$ cat src/rtl/blink_seq_ctrl.sv
// rtl/blink_seq_ctrl.sv - status LED blink sequencer with shared tick prescaler (optional BLINK_REPEAT_EN)
module blink_seq_ctrl #(
   parameter int TICK_DIV  = 50000,
   parameter int ON_TICKS  = 250,
   parameter int OFF_TICKS = 250,
   parameter int GAP_TICKS = 1000,
   parameter int CNT_W     = 4,
   parameter int TW        = 16
) (
   input  logic             clk_i,
   input  logic             rst_i,
   input  logic             start_i,
   input  logic [CNT_W-1:0] count_i,
   input  logic             abort_i,
`ifdef BLINK_REPEAT_EN
   input  logic             repeat_i,
`endif
   output logic             led_o,
   output logic             busy_o,
   output logic             done_o,
   output logic             tick_o
);

   localparam int PW = (TICK_DIV > 2) ? $clog2(TICK_DIV) : 1;
   localparam logic [PW-1:0] PRESC_LAST = PW'(TICK_DIV - 1);
   localparam logic [TW-1:0] ON_LAST    = TW'(ON_TICKS - 1);
   localparam logic [TW-1:0] OFF_LAST   = TW'(OFF_TICKS - 1);
   localparam logic [TW-1:0] GAP_LAST   = TW'(GAP_TICKS - 1);

   localparam logic [1:0] S_IDLE = 2'd0;
   localparam logic [1:0] S_ON   = 2'd1;
   localparam logic [1:0] S_OFF  = 2'd2;
   localparam logic [1:0] S_GAP  = 2'd3;

   logic [PW-1:0]    presc_q, presc_d;
   logic [1:0]       state_q, state_d;
   logic [TW-1:0]    tcnt_q, tcnt_d;
   logic [CNT_W-1:0] remain_q, remain_d;
   logic             led_q, led_d;
   logic             done_q, done_d;
   logic             tick;
   logic             start_ok;
`ifdef BLINK_REPEAT_EN
   logic [CNT_W-1:0] count_lat_q, count_lat_d;
`endif

   assign tick     = (presc_q == PRESC_LAST);
   // abort beats a simultaneous start, so a start is only taken when abort is low
   assign start_ok = (state_q == S_IDLE) && start_i && !abort_i;

   // Prescaler free-runs; restarting it on an accepted start aligns the first phase to a full tick
   always_comb begin
      presc_d = presc_q + 1'b1;
      if (start_ok || tick) begin
         presc_d = '0;
      end
   end

   // Sequencer next-state: phases advance on the last tick of each phase, abort overrides all
   always_comb begin
      state_d  = state_q;
      remain_d = remain_q;
      done_d   = 1'b0;
`ifdef BLINK_REPEAT_EN
      count_lat_d = count_lat_q;
`endif
      case (state_q)
         S_IDLE: begin
            if (start_ok) begin
               if (count_i != '0) begin
                  state_d  = S_ON;
                  remain_d = count_i;
`ifdef BLINK_REPEAT_EN
                  count_lat_d = count_i;
`endif
               end else begin
                  done_d = 1'b1;
               end
            end
         end
         S_ON: begin
            if (tick && (tcnt_q == ON_LAST)) begin
               remain_d = remain_q - 1'b1;
               state_d  = S_OFF;
            end
         end
         S_OFF: begin
            if (tick && (tcnt_q == OFF_LAST)) begin
               state_d = (remain_q != '0) ? S_ON : S_GAP;
            end
         end
         default: begin
            if (tick && (tcnt_q == GAP_LAST)) begin
               done_d  = 1'b1;
               state_d = S_IDLE;
`ifdef BLINK_REPEAT_EN
               if (repeat_i) begin
                  state_d  = S_ON;
                  remain_d = count_lat_q;
               end
`endif
            end
         end
      endcase
      if ((state_q != S_IDLE) && abort_i) begin
         state_d = S_IDLE;
         done_d  = 1'b0;
      end
   end

   // Per-phase tick counter restarts whenever the phase changes
   always_comb begin
      tcnt_d = tcnt_q;
      if (state_d != state_q) begin
         tcnt_d = '0;
      end else if (tick) begin
         tcnt_d = tcnt_q + 1'b1;
      end
   end

   // LED follows the next state so it is registered yet lines up with the phase
   always_comb begin
      led_d = (state_d == S_ON);
   end

   // State registers with asynchronous reset
   always_ff @(posedge clk_i or posedge rst_i) begin
      if (rst_i) begin
         presc_q  <= '0;
         state_q  <= S_IDLE;
         tcnt_q   <= '0;
         remain_q <= '0;
         led_q    <= 1'b0;
         done_q   <= 1'b0;
`ifdef BLINK_REPEAT_EN
         count_lat_q <= '0;
`endif
      end else begin
         presc_q  <= presc_d;
         state_q  <= state_d;
         tcnt_q   <= tcnt_d;
         remain_q <= remain_d;
         led_q    <= led_d;
         done_q   <= done_d;
`ifdef BLINK_REPEAT_EN
         count_lat_q <= count_lat_d;
`endif
      end
   end

   assign led_o  = led_q;
   assign busy_o = (state_q != S_IDLE);
   assign done_o = done_q;
   assign tick_o = tick;

endmodule

$ cat config.mk
export PLATFORM = sky130hd
export DESIGN_NAME = blink_seq_ctrl
export DESIGN_NICKNAME = d
export VERILOG_FILES = /design/src/rtl/blink_seq_ctrl.sv
export SDC_FILE = /design/constraint.sdc
export NUM_CORES = 1
export LEC_CHECK = 0
export ABC_AREA = 0
export CORE_UTILIZATION = 56
export CTS_BUF_LIST = sky130_fd_sc_hd__clkbuf_8
export CTS_CLUSTER_DIAMETER = 150
export CTS_CLUSTER_SIZE = 40
export DETAILED_ROUTE_END_ITERATION = 12
export GPL_TIMING_DRIVEN = 0
export PLACE_DENSITY = 0.78
export RECOVER_POWER = 50
export SLEW_MARGIN = 0
export SYNTH_ARGS = -nofsm -noshare
export SYNTH_HDL_FRONTEND = slang
export SYNTH_SLANG_ARGS = --single-unit
$ cat constraint.sdc
create_clock -name clk_i -period 2 [get_ports clk_i]
set_input_delay 0.5 -clock clk_i [delete_from_list [all_inputs] [get_ports clk_i]]
set_output_delay 0.5 -clock clk_i [all_outputs]
set_load 0.02 [all_outputs]
== After elaboration in Yosys (flattened, before gate mapping) ==
Index checks and enable logic that the tools add are counted.

* Output and inout bits: 4
* Logic and storage cells: 54
* Register bits: 40
* Input bits: 8

* $add $sub $neg: 3
* Equal/unequal tests: 10
* Reduce and logical (&&, ||, !) cells: 15
* Mux-type cells: 20

{| class="wikitable"
|+ Operators by type and width
! cell !! count
|-
| $mux 16 || 3
|-
| $add 16x1->16 const B || 2
|-
| $eq 16x10->1 const B || 1
|-
| $eq 16x16->1 const B || 1
|-
| $eq 16x8->1 const B || 1
|-
| $mux 2 || 7
|-
| $mux 4 || 3
|-
| $pmux 4 s2 || 1
|-
| $reduce_bool 4->1 || 2
|-
| $pmux 2 s3 || 1
|-
| $reduce_bool 2->1 || 3
|-
| $logic_and 1x1->1 || 5
|-
| $eq 2x1->1 const B || 2
|-
| $mux 1 || 4
|-
| $ne 2x2->1 const B || 2
|-
| $reduce_and 4->1 || 1
|-
| $sub 4x1->4 const B || 1
|-
| $eq 2x2->1 const B || 1
|-
| $logic_not 2->1 || 1
|-
| $ne 2x1->1 const B || 1
|-
| $ne 2x2->1 || 1
|-
| $pmux 1 s2 || 1
|-
| $reduce_or 2->1 || 1
|-
| $logic_not 1->1 || 1
|-
| $logic_or 1x1->1 || 1
|}

== Longest topological paths before layout ==
* Depth in word-level cells: 8
* Depth in mapped cells: 8
* Depth with buffers taken out: 7

== Least setup slack after synthesis ==
OpenSTA, ideal clock, no wires.

* Path type: register -> register
* Start point: register presc_q[0]
* End point: register tcnt_q[9]
* Arrival: 1.840 ns
* Period minus slack after synthesis: 1.911 ns
* Setup time: 0.071 ns
* Path slack: 0.089 ns
* Data required time: 1.929 ns
* Stages on the path, launching flop included: 9
* Cells stage by stage: dfrtp_1 > ha_1 > and3_1 > nand4_1 > buf_2 > inv_2 > a211o_2 > buf_4 > nor2_1

* Cells in the longest elaborated chain, start to end: 7
* Elaborated cells between the ends (all ways): 11

{| class="wikitable"
|+ RTL lines
! item !! RTL line !! RTL
|-
| start, declared || 35 || <nowiki>logic [PW-1:0] presc_q, presc_d;</nowiki>
|-
| start signal, assigned || 139 || <nowiki>presc_q <= presc_d;</nowiki>
|-
| $eq 16x16->1 * || 47 || <nowiki>assign tick = (presc_q == PRESC_LAST);</nowiki>
|-
| net tick_o || 21 || <nowiki>output logic tick_o</nowiki>
|-
| $logic_and 1x1->1, on equally long branches || 93, 82, 88 ||
|-
| $mux 2, on equally long branches || 93, 82, 88 ||
|-
| $pmux 2 s3 || 67 || <nowiki>case (state_q)</nowiki>
|-
| $mux 2 || 105 || <nowiki>if ((state_q != S_IDLE) && abort_i) begin</nowiki>
|-
| $ne 2x2->1 || 114 || <nowiki>if (state_d != state_q) begin</nowiki>
|-
| $mux 16 or $reduce_bool 2->1 (tied branches) || -- ||
|-
| end signal, assigned || 141 || <nowiki>tcnt_q <= tcnt_d;</nowiki>
|-
| end, declared || 37 || <nowiki>logic [TW-1:0] tcnt_q, tcnt_d;</nowiki>
|}

The timed path passes the listed nets; every way through them passes the cells marked *.
A chain may end at the register's enable or synchronous reset.

== Final worst setup path ==
* Start point: register presc_q[0]
* End point: output tick_o

* Cells in the longest elaborated chain, start to end: 1

{| class="wikitable"
|+ RTL lines
! item !! RTL line
|-
| $eq 16x16->1 || 47
|-
| end, declared || 21
|}

Every way passes these cells.

==> results.py <==
metrics = {
    "die": {
        "num_rows": 22,
        "io_pins": 12,
        "core_sq_um": 3744,
        "start_util_pct": 59.46,
        "die-area_sq_um": 4231,
        "fp.dieH_microns": 65.05,
        "dieWidth_microns": 65.05,
    },
    "sta": {
        "fin_ws_ps": -53.25,
        "slew_headroom_pct": 44.73,
        "tightest_slew_ps": 827.8,
        "tns_ps": -53.25,
        "finalCritPeriodShare_pct": 102.7,
        "fmax_mhz": 487.0,
        "hold_viol": 0,
        "finClkSkew_ps": 8.558,
        "period_needed_ps": 2053,
        "setup_viol": 1,
        "rsz0062_at_grt": "true",
        "slew_viol_final": 0,
    },
    "synthesis": {
        "synth_edf_count": 0,
        "synth_xor_area_share_pct": 9.837,
        "yosysWarnings": 0,
        "yosys.area.top_type": "dfrtp_1",
        "synth_adder_area_share_pct": 2.811,
        "ys_ff_latch": 40,
        "synth.avg_cell_area_sq_um": 9.806,
        "synthTopCellsByArea": "dfrtp_1 45%, xnor2_1 8.3%, nor2_1 6.1%, ha_1 2.8%, nor4_2 2.8%",
        "syn_inst": 227,
        "ys.flop_type": "dfrtp_1",
        "synth_compound_area_share_pct": 7.251,
        "synthMuxAreaShare_pct": 0.4497,
        "syn_area_sq_um": 2226,
        "ys_seq_area_share_pct": 44.97,
        "synthesis.nets": 240,
        "async_flop_share_pct": 100.0,
        "synthSimpleGateAreaFrac_pct": 31.20,
        "synth_top_family_by_area": "simple AND/OR/NAND/NOR gates",
        "synthDistinctLibCells": 45,
        "synth_top_area_share_pct": 44.97,
    },
    "routing": {
        "dr_total_vias": 1833,
        "postRouteWirelength_microns": 5200,
        "dr.pass1.iters": 4,
        "ant_nets": 0,
        "wl_per_cell_microns": 16.61,
        "via_per_inst": 5.856,
        "drt_iter0_drc": 200,
        "route.detailed.drc": 0,
    },
    "place": {
        "io_buffers": 11,
        "dpl_cell_area_sq_um": 2396,
        "dp_slack_ps": -520.1,
        "gp_congestion": 0.8634,
        "hpwl_microns": 3040,
        "place_inst": 286,
    },
    "power_and_ir_drop": {
        "p_int_uw": 1310,
        "p_leak_uw": 0.001220,
        "swShare_pct": 29.02,
        "combinationalPowerShare_pct": 16.8,
        "seqPwrFrac_pct": 51.8,
        "p_switching_uw": 535.4,
        "clkPwrFrac_pct": 31.4,
        "peakVddDrop_mv": 0.4061,
        "p_per_area_nw_per_um2": 658.1,
    },
    "final_layout": {
        "antenna_cells": 0,
        "design_area_sq_um": 2804,
        "nets": 277,
        "areaGrowthSynthToFinish_pct": 25.97,
        "regArea_sq_um": 1002,
        "drive_gt1_share_pct": 21.51,
        "multi_input_comb_area_sq_um": 1259,
        "final.fill_count": 251,
        "fin_cells": 313,
    },
    "grt": {
        "overflow": 0,
        "track_usage_pct": 25.27,
        "grt_max_degree": 41,
        "antenna_found_initial": 0,
        "grt_pass1_wl_microns": 8176,
        "grt_pass1_vias": 1775,
    },
    "setup_path": {
        "cp_max_fo": 4,
        "crit_type": "reg -> out",
        "critPathCaptureType": "primary output",
        "crit_required_ps": 1500,
        "worst_ep_arrival_time_ps": 1550,
        "start_kind": "register",
    },
    "clock_network": {
        "h-tree-depth": 2,
        "clk_path_buf_depth": 2,
        "path_clk_slew_ps": 80,
        "cts_root_buf": "clkbuf_8",
        "clkLatencyLatePin_ps": 300,
        "cts.sinks": 40,
        "cts_tree": "built",
        "numCtsBuffers": 5,
    },
    "worst_hold_path": {
        "min-delay-path-class": "reg -> reg",
    },
    "outcome": {
        "violations": "negative setup slack",
        "outcome": "finished, violations left",
    },
    "job": {
        "max_cap_violations": 0,
    },
}
-- power groups by stage --
stage,Combinational [uW],Sequential [uW],Clock (uW)
6_report,310,956,579
5_1_grt,348,969,614
4_1_cts,270,949,588
3_5_place_dp,253,961,0
3_3_place_gp,241,960,0
2_1_floorplan,179,947,0
-- cells by family (layout without fill, tap and decap cells) --
logic type / after synthesis / count (layout)
adder cells (fa/ha/maj): 5 / 5
AND/OR/NAND/NOR: 116 / 116
buffers and inverters: 17 / 55
AO/OA/AOI/OAI: 23 / 23
flip-flops: 40 / 40
XOR/XNOR: 25 / 25
multiplexers: 1 / 1
-- sequential cells by signal (all words and copies together), names as in the netlist --
signal	flops
tcnt_q	16
done_o	1
state_q	2
presc_q	16
remain_q	4
led_o	1
-- critical path, stage by stage, from the launching register on --
cell	delay (ps)
dfrtp_1	370
ha_2	200
and3_4	210
nand4_1	140
buf_6	170
inv_8	50
buf_6	100
-- routing by layer --
layer	share of wire [%]	wire, microns	up-vias	track usage, %
met4	2.7	142	0	10.05
met1	44	2300	892	33.37
met3	4.2	219	14	5.282
met5	0	0	-	0
met2	49	2539	51	40.36
li1	-	-	876	-
-- worst paths after layout --
check	startpoint	to	slack (ps)	cells past startpoint
max	presc_q[0]	tick_o	-50	6
min	remain_q[1]	remain_q[1]	550	1
max reg2reg	tcnt_q[1]	led_o	10	7
min reg2reg	remain_q[1]	remain_q[1]	550	1
max in group asynchronous	rst_i	presc_q[5]	620	2
min in group asynchronous	rst_i	presc_q[6]	810	2
-- synth_stat cells (2+ instances only) --
cell      number
a211oi_1       3
a21oi_1        4
a31oi_1        3
and2_1         3
and3_1         9
and4_1         3
and4bb_1       3
buf_2          2
clkbuf_1       2
dfrtp_1       40
ha_1           5
inv_1         10
nand2_1       14
nand2b_1       4
nand3_1        7
nand4_1        5
nand4_2        2
nor2_1        36
nor3_1        10
nor3b_1        2
nor4_1         2
nor4_2         5
o21ai_0        3
o31ai_1        2
o32ai_1        2
or3_1          3
or4b_1         2
xnor2_1       21
xor2_1         4
-- final cells by class --
class | count | area share, %
Inverter | 11 | 1.740
Tap cell | 48 | 2.142
Timing Repair Buffer | 30 | 9.951
Clock inverter | 2 | 0.5355
Multi-Input combinational cell | 170 | 44.89
Buffer | 6 | 2.053
Clock buffer | 6 | 2.945
Sequential cell | 40 | 35.74
-- through the flow --
step                      util [%]  hold slack [ps]  total power [uW]
final                        74.90            545.4              1845
after global placement       64.00            447.8              1201
after floorplan                  -            425.1              1127
after CTS                    69.42            538.6              1807
after global routing         74.90            560.1              1930
after detailed placement     64.00            453.6              1214
-- timing repair --
item / 4_1_cts / 5_1_grt
resized for setup: 23 / 18
cloned: 0 / 1
setup buffers: 7 / 12
pin swaps: 6 / 6
hold buffers: 0 / 0
setup endpoints to repair: 28 / 27
-- placed cells by master (no fill, tap or decap), drive strengths merged, types with 9 or more instances in the layout --
| cell | netlist | layout |
|---|---|---|
| xnor2 | 21 | 21 |
| dfrtp | 40 | 40 |
| nor2 | 37 | 37 |
| clkbuf | 2 | 9 |
| nor3 | 10 | 10 |
| nand2 | 14 | 14 |
| inv | 11 | 11 |
| buf | 4 | 23 |
| and3 | 9 | 9 |
Power figures use the tool's default switching activity.
